[config.mk]
export PLATFORM = sky130hd
export DESIGN_NAME = corelet_ctrl_flat
export DESIGN_NICKNAME = d
export VERILOG_FILES = /design/src/rtl/corelet_ctrl_if.sv /design/src/rtl/corelet_ctrl.sv /design/src/flat_wrapper.sv
export SDC_FILE = /design/constraint.sdc
export NUM_CORES = 1
export LEC_CHECK = 0
export ABC_AREA = 1
export BUFFER_PORTS_ARGS = -buffer_cell sky130_fd_sc_hd__buf_4
export CORE_ASPECT_RATIO = 0.75
export CORE_MARGIN = 1
export CORE_UTILIZATION = 55
export CTS_BUF_LIST = sky130_fd_sc_hd__clkbuf_4 sky130_fd_sc_hd__clkbuf_8
export DETAILED_ROUTE_END_ITERATION = 6
export GPL_TIMING_DRIVEN = 0
export PLACE_DENSITY = 0.84
export SLEW_MARGIN = 5
export SYNTH_ARGS = -nofsm -noshare
export SYNTH_HDL_FRONTEND = slang
export SYNTH_SLANG_ARGS = --single-unit
[constraint.sdc]
create_clock -name clk -period 2.86 [get_ports clk]
set_clock_uncertainty 0.1 [all_clocks]
set_input_delay 0.143 -clock clk [delete_from_list [all_inputs] [get_ports clk]]
set_output_delay 0.143 -clock clk [all_outputs]
set_load 0.1 [all_outputs]
[src/rtl/corelet_ctrl_if.sv]
// Corelet controller bus: tile request inputs, corelet instruction,
// SRAM strobes and status.
interface corelet_ctrl_if #(
    parameter int len_w  = 8,
    parameter int addr_w = 11
);
    logic              start;
    logic [len_w-1:0]  num_t;
    logic [addr_w-1:0] w_base;
    logic [addr_w-1:0] a_base;
    logic              o_valid;
    logic [7:0]        inst;
    logic              mem_rd;
    logic [addr_w-1:0] mem_addr;
    logic              psum_wr;
    logic [len_w-1:0]  psum_addr;
    logic              busy;
    logic              done;

    modport master (
        output start, num_t, w_base, a_base, o_valid,
        input  inst, mem_rd, mem_addr, psum_wr, psum_addr, busy, done
    );

    modport slave (
        input  start, num_t, w_base, a_base, o_valid,
        output inst, mem_rd, mem_addr, psum_wr, psum_addr, busy, done
    );
endinterface

[src/rtl/corelet_ctrl.sv]
// Tile sequencer for one corelet: weight load, kernel load, activation
// load, execute, drain. Optional SFP pass under CORELET_CTRL_SFP_EN.
module corelet_ctrl #(
    parameter int row    = 8,
    parameter int col    = 8,
    parameter int len_w  = 8,
    parameter int addr_w = 11
) (
    input logic           clk,
    input logic           reset,
    corelet_ctrl_if.slave bus
);
    localparam int CW_A = len_w + 1;
    localparam int CW_B = $clog2(row + col + 2);
    localparam int CW   = (CW_A > CW_B) ? CW_A : CW_B;
    localparam logic [CW-1:0] C_ONE = CW'(1);

`ifdef CORELET_CTRL_SFP_EN
    typedef enum logic [3:0] {
        IDLE, LOAD_W, KLOAD, KGAP, LOAD_A, EXEC, DRAIN, SFP, DONE
    } state_t;
`else
    typedef enum logic [3:0] {
        IDLE, LOAD_W, KLOAD, KGAP, LOAD_A, EXEC, DRAIN, DONE
    } state_t;
`endif

    state_t            state_q, state_d;
    logic [CW-1:0]     cnt_q, cnt_d;
    logic [len_w-1:0]  t_q, t_d;
    logic [addr_w-1:0] wb_q, wb_d;
    logic [addr_w-1:0] ab_q, ab_d;
    logic [len_w-1:0]  rd_q, rd_d;
    logic [len_w-1:0]  wr_q, wr_d;
    logic [7:0]        inst_q, inst_d;
    logic              mem_rd_q, mem_rd_d;
    logic [addr_w-1:0] mem_addr_q, mem_addr_d;
    logic              psum_wr_q, psum_wr_d;
    logic [len_w-1:0]  psum_addr_q, psum_addr_d;
    logic              busy_q, busy_d;
    logic              done_q, done_d;
    logic [CW-1:0]     t_ext;
    logic              rd_now;
    logic              last_wr;

    always_comb begin
        state_d = state_q;
        cnt_d   = cnt_q;
        t_d     = t_q;
        wb_d    = wb_q;
        ab_d    = ab_q;
        t_ext   = CW'(t_q);
        rd_now  = (state_q == DRAIN) && bus.o_valid && (rd_q != t_q);
        last_wr = psum_wr_q && (wr_q == t_q - len_w'(1));
        rd_d    = (state_q == DRAIN) ? rd_q + len_w'(rd_now) : '0;
        wr_d    = (state_q == DRAIN) ? wr_q + len_w'(psum_wr_q) : '0;

        unique case (state_q)
            IDLE: begin
                if (bus.start) begin
                    t_d     = bus.num_t;
                    wb_d    = bus.w_base;
                    ab_d    = bus.a_base;
                    cnt_d   = '0;
                    state_d = (bus.num_t != '0) ? LOAD_W : DONE;
                end
            end
            LOAD_W: begin
                cnt_d = cnt_q + C_ONE;
                if (cnt_q == CW'(col)) begin
                    cnt_d   = '0;
                    state_d = KLOAD;
                end
            end
            KLOAD: begin
                cnt_d = cnt_q + C_ONE;
                if (cnt_q == CW'(col - 1)) begin
                    cnt_d   = '0;
                    state_d = KGAP;
                end
            end
            KGAP: begin
                cnt_d = cnt_q + C_ONE;
                if (cnt_q == CW'(row + col - 1)) begin
                    cnt_d   = '0;
                    state_d = LOAD_A;
                end
            end
            LOAD_A: begin
                cnt_d = cnt_q + C_ONE;
                if (cnt_q == t_ext) begin
                    cnt_d   = '0;
                    state_d = EXEC;
                end
            end
            EXEC: begin
                cnt_d = cnt_q + C_ONE;
                if (cnt_q == t_ext - C_ONE) begin
                    cnt_d   = '0;
                    state_d = DRAIN;
                end
            end
            DRAIN: begin
                if (last_wr) begin
                    cnt_d = '0;
`ifdef CORELET_CTRL_SFP_EN
                    state_d = SFP;
`else
                    state_d = DONE;
`endif
                end
            end
`ifdef CORELET_CTRL_SFP_EN
            SFP: begin
                cnt_d = cnt_q + C_ONE;
                if (cnt_q == t_ext - C_ONE) begin
                    cnt_d   = '0;
                    state_d = DONE;
                end
            end
`endif
            DONE:    state_d = IDLE;
            default: state_d = IDLE;
        endcase

        // Outputs are registered against the state being entered.
        inst_d     = '0;
        mem_rd_d   = 1'b0;
        mem_addr_d = '0;
        unique case (state_d)
            LOAD_W: begin
                mem_rd_d  = cnt_d < CW'(col);
                inst_d[2] = cnt_d != '0;
                if (mem_rd_d) mem_addr_d = wb_d + addr_w'(cnt_d);
            end
            LOAD_A: begin
                mem_rd_d  = cnt_d < CW'(t_d);
                inst_d[2] = cnt_d != '0;
                if (mem_rd_d) mem_addr_d = ab_d + addr_w'(cnt_d);
            end
            KLOAD: inst_d[3:0] = 4'b1001;
            EXEC:  inst_d[3:0] = 4'b1010;
`ifdef CORELET_CTRL_SFP_EN
            SFP:   inst_d[7] = 1'b1;
`endif
            default: ;
        endcase

        psum_wr_d   = rd_now;
        psum_addr_d = (state_d == DRAIN) ? wr_d : '0;
        busy_d      = state_d != IDLE;
        done_d      = state_d == DONE;
    end

    always_ff @(posedge clk or posedge reset) begin
        if (reset) begin
            state_q     <= IDLE;
            cnt_q       <= '0;
            t_q         <= '0;
            wb_q        <= '0;
            ab_q        <= '0;
            rd_q        <= '0;
            wr_q        <= '0;
            inst_q      <= '0;
            mem_rd_q    <= 1'b0;
            mem_addr_q  <= '0;
            psum_wr_q   <= 1'b0;
            psum_addr_q <= '0;
            busy_q      <= 1'b0;
            done_q      <= 1'b0;
        end else begin
            state_q     <= state_d;
            cnt_q       <= cnt_d;
            t_q         <= t_d;
            wb_q        <= wb_d;
            ab_q        <= ab_d;
            rd_q        <= rd_d;
            wr_q        <= wr_d;
            inst_q      <= inst_d;
            mem_rd_q    <= mem_rd_d;
            mem_addr_q  <= mem_addr_d;
            psum_wr_q   <= psum_wr_d;
            psum_addr_q <= psum_addr_d;
            busy_q      <= busy_d;
            done_q      <= done_d;
        end
    end

    // ofifo_rd follows o_valid in the same cycle so an empty FIFO is never read.
    assign bus.inst      = inst_q | {1'b0, rd_now, 6'b0};
    assign bus.mem_rd    = mem_rd_q;
    assign bus.mem_addr  = mem_addr_q;
    assign bus.psum_wr   = psum_wr_q;
    assign bus.psum_addr = psum_addr_q;
    assign bus.busy      = busy_q;
    assign bus.done      = done_q;
endmodule
[src/flat_wrapper.sv]
// flat-port wrapper written by rule: the top's interface ports become plain ports
module corelet_ctrl_flat 
#(
    parameter int row    = 8,
    parameter int col    = 8,
    parameter int len_w  = 8,
    parameter int addr_w = 11
)
  (clk, reset, bus_start, bus_num_t, bus_w_base, bus_a_base, bus_o_valid, bus_inst, bus_mem_rd, bus_mem_addr, bus_psum_wr, bus_psum_addr, bus_busy, bus_done);
  corelet_ctrl_if #(.len_w(len_w), .addr_w(addr_w)) bus_i ();
  input logic clk;
  input logic reset;
  input wire logic [$bits(bus_i.start)-1:0] bus_start;
  input wire logic [$bits(bus_i.num_t)-1:0] bus_num_t;
  input wire logic [$bits(bus_i.w_base)-1:0] bus_w_base;
  input wire logic [$bits(bus_i.a_base)-1:0] bus_a_base;
  input wire logic [$bits(bus_i.o_valid)-1:0] bus_o_valid;
  output wire logic [$bits(bus_i.inst)-1:0] bus_inst;
  output wire logic [$bits(bus_i.mem_rd)-1:0] bus_mem_rd;
  output wire logic [$bits(bus_i.mem_addr)-1:0] bus_mem_addr;
  output wire logic [$bits(bus_i.psum_wr)-1:0] bus_psum_wr;
  output wire logic [$bits(bus_i.psum_addr)-1:0] bus_psum_addr;
  output wire logic [$bits(bus_i.busy)-1:0] bus_busy;
  output wire logic [$bits(bus_i.done)-1:0] bus_done;
  assign bus_i.start = bus_start;
  assign bus_i.num_t = bus_num_t;
  assign bus_i.w_base = bus_w_base;
  assign bus_i.a_base = bus_a_base;
  assign bus_i.o_valid = bus_o_valid;
  assign bus_inst = bus_i.inst;
  assign bus_mem_rd = bus_i.mem_rd;
  assign bus_mem_addr = bus_i.mem_addr;
  assign bus_psum_wr = bus_i.psum_wr;
  assign bus_psum_addr = bus_i.psum_addr;
  assign bus_busy = bus_i.busy;
  assign bus_done = bus_i.done;
  corelet_ctrl #(.row(row), .col(col), .len_w(len_w), .addr_w(addr_w)) u_core (.clk(clk), .reset(reset), .bus(bus_i));
endmodule
==> flow_summary.ini <==
[clock_network]
cts-root-buf = clkbuf_8
clock_latency_ps = 380
tritoncts = built
cts_max_path_buffers = 2
cts-buffers-inserted = 9
htreeDepth = 3
clk_pin_slew_ps = 90
cts_sinks = 86

[timing]
fmax_mhz = 284
slew-limit-headroom_pct = 61.7
slew_viol_final = 0
rsz0062_at_grt = true
setup_violations = 12
min_period_ps = 3520
setup_ws_ps = -658
worst_pin_slew_ps = 569
finalHoldViolCount = 0
fin_crit_sh_pct = 123

[grt]
grt_pass1_vias = 5361
grt-ovfl-total = 0
grt_start_max_net_pins = 56
antenna_found_initial = 0
grt_pass1_wl_mm = 26.8
groute.usage.overall_pct = 33.5

[synthesis]
avgSynthCellArea_um2 = 7.50
yosysTopAreaCell = dfrtp_1
yosys-top-cells-area = dfrtp_1, nand2_1, ha_1, inv_1, nand3_1
ys_seq_elements = 86
syn_inst = 742
async_reset_ff_share_pct = 100
netlist_area_um2 = 5560
synthFlopType = dfrtp_1
synth_top_area_share_pct = 38.7
synth_edf_count = 0
seq_area_frac_synth_pct = 38.7
ys_warn_count = 0
synth_cell_types = 44

[critical_path]
reg2reg_slack_ps = -660
worstRegToRegCells = 20
reg2reg_from = u_core.t_q[1]
crit_arrival_ps = 3690
endpoint = u_core.bus.mem_addr[9]
critPathLaunchType = flip-flop
critPathMaxFanout = 5
crit_type = reg -> reg
startpoint = u_core.t_q[1]
crit_required_ps = 3040
worstSetupEndpointType = flip-flop
reg2reg_to = u_core.bus.mem_addr[9]

[drt]
finalWirelength_mm = 18.4
drc = 12
ant_nets = 0
via_per_inst = 5.84
vias = 5913
drtPass1Iterations = 7
post_drt_wl_per_cell_um = 18.1
drt-initial-drc-count = 581

[final_layout]
nFillCells = 626
n_antenna_cell = 0
drive_above_1_share_pct = 31.0
final_util_pct = 78.0
nets = 942
syn_to_final_growth_pct = 36.5
seqCellArea_um2 = 2160
multiInputGateArea_um2 = 3500
stdcell_area_um2 = 7590

[place]
dpl.hpwl_mm = 11.9
port_buffers = 61
placed_area_um2 = 6330
gp_congestion = 0.922
place_ws_ps = -1010

[die]
start_util_pct = 57.2
std_cell_rows = 31
die_w_um = 118
fp.dieH_um = 89.1
ios = 65
dieArea_um2 = 10500
core_region_area_um2 = 9740

[power_and_ir_drop]
ir_drop_mv = 0.470
powerDensity_nw_per_um2 = 602
leakage_uw = 0.00370
finalPower_uw = 4570

[worst_hold_path]
hold_path.class = in -> reg
hold_depth = 3

[status]
status = finished with violations
failed_checks = design-rule violations, negative setup slack

[flow_run]
maxCapViolations = 0
-- cell usage after synthesis (all sizes together), types with 4 or more instances --
master / instances
xor2: 11
clkbuf: 8
ha: 32
o21ai: 39
a21oi: 30
inv: 98
xnor2: 14
o22ai: 4
nand4: 11
nand3: 66
nor3: 31
dfrtp: 86
nor2: 58
nand2: 202
nand3b: 5
nor4: 8
buf: 12
or2: 11
-- where the power goes --
group	internal (uW)	total, uW	switching (uW)	leakage (uW)
combinational	793	2190	1400	0.00249
clock	438	912	474	0.000103
sequential	1370	1460	92.5	0.00111
-- cells by family (layout without fill, tap and decap cells) --
kind of cell | Yosys count | in the layout | share of synthesized area [%]
other | 1 | 4 | 0.0674
adder cells (fa/ha/maj) | 32 | 32 | 7.20
buffers and inverters | 120 | 255 | 9.04
AO/OA/AOI/OAI | 83 | 83 | 8.21
XOR/XNOR | 25 | 25 | 3.94
AND/OR/NAND/NOR | 395 | 396 | 32.9
flip-flops | 86 | 86 | 38.7
-- area by class of cell --
type	count	area share, %
Clock buffer	11	1.91
Inverter	100	5.54
Clock inverter	5	0.742
Sequential cell	86	28.4
Buffer	18	1.65
Tap cell	132	2.18
Timing Repair Buffer	121	13.4
Multi-Input combinational cell	540	46.2
-- timing repair --
action	CTS	global route
cloned	1	0
gates resized for setup	57	78
setup endpoints to repair	23	24
hold endpoints to repair	53	1
buffers inserted	19	16
hold buffers	23	1
pin swaps	15	23
-- stage by stage --
stage | hold slack [ps] | instances | setup TNS [ps]
global route | 13.4 | 1013 | -8370
global placement | 279 | 938 | -52960
detailed placement | 90.6 | 939 | -12830
finish | 16.0 | 1013 | -6440
CTS | 13.7 | 997 | -4260
floorplan | 183 | 745 | -148
-- critical path: stages, from the launching register on --
cell      delay (ps)
dfrtp_2          470
inv_2            100
ha_4             150
buf_12           130
nand3_4          100
nor2_1           130
nand2_1           60
nand2_1          120
nor2_4            50
nand3_2           80
nand2_4           80
nand2_4          140
nand2_4           70
a21oi_4          280
ha_1             360
a21oi_1          340
o21bai_1         130
a21oi_1          220
nand3_1          120
nand3_1          120
nand2_1           60
-- flip-flops by register name (all words and copies together) (netlist names) --
name                  cells
u_core.inst_q             4
u_core.bus.psum_addr      8
u_core.wr_q               8
u_core.bus.psum_wr        1
u_core.bus.mem_addr      11
u_core.ab_q              11
u_core.bus.busy           1
u_core.cnt_q              9
u_core.bus.done           1
u_core.wb_q              11
u_core.bus.mem_rd         1
u_core.rd_q               8
u_core.state_q            4
u_core.t_q                8
-- cells in the final DEF (no fill, tap or decap), types with 4 or more instances in the layout --
cell type        n
a21oi_1         22
a21oi_2          6
buf_4           99
buf_6            4
clkbuf_2         4
clkbuf_8        10
conb_1           4
dfrtp_1         81
dfrtp_2          5
dlygate4sd3_1   24
ha_1            16
ha_4            15
inv_1           83
inv_2            6
inv_4            5
nand2_1        158
nand2_2         31
nand2_4         12
nand3_1         55
nand3_2         10
nand3b_1         5
nand4_1         11
nor2_1          43
nor2_2           4
nor2_4          11
nor3_1          26
nor3_2           5
nor4_1           7
o21ai_0         23
o21ai_1          9
o21ai_4          5
o22ai_2          4
or2_2           10
xnor2_1         14
xor2_1          11
-- worst min-delay path by stage --
stage	start	endpoint	slack (ps)
6_report	bus_num_t[3]	u_core.t_q[3]	20
5_1_grt	bus_num_t[2]	u_core.t_q[2]	10
4_1_cts	bus_w_base[1]	u_core.wb_q[1]	10
3_5_place_dp	reset	u_core.t_q[6]	90
3_3_place_gp	bus_w_base[2]	u_core.wb_q[2]	280
2_1_floorplan	bus_w_base[2]	u_core.wb_q[2]	180
-- routing by layer --
layer,vias to the layer above,global-route usage (%),wire length (um)
met3,63,8.04,2110
met5,-,0,0
met2,365,53.3,8200
met1,2803,46.1,7530
li1,2682,-,-
met4,0,9.67,525
Power figures use the tool's default switching activity.
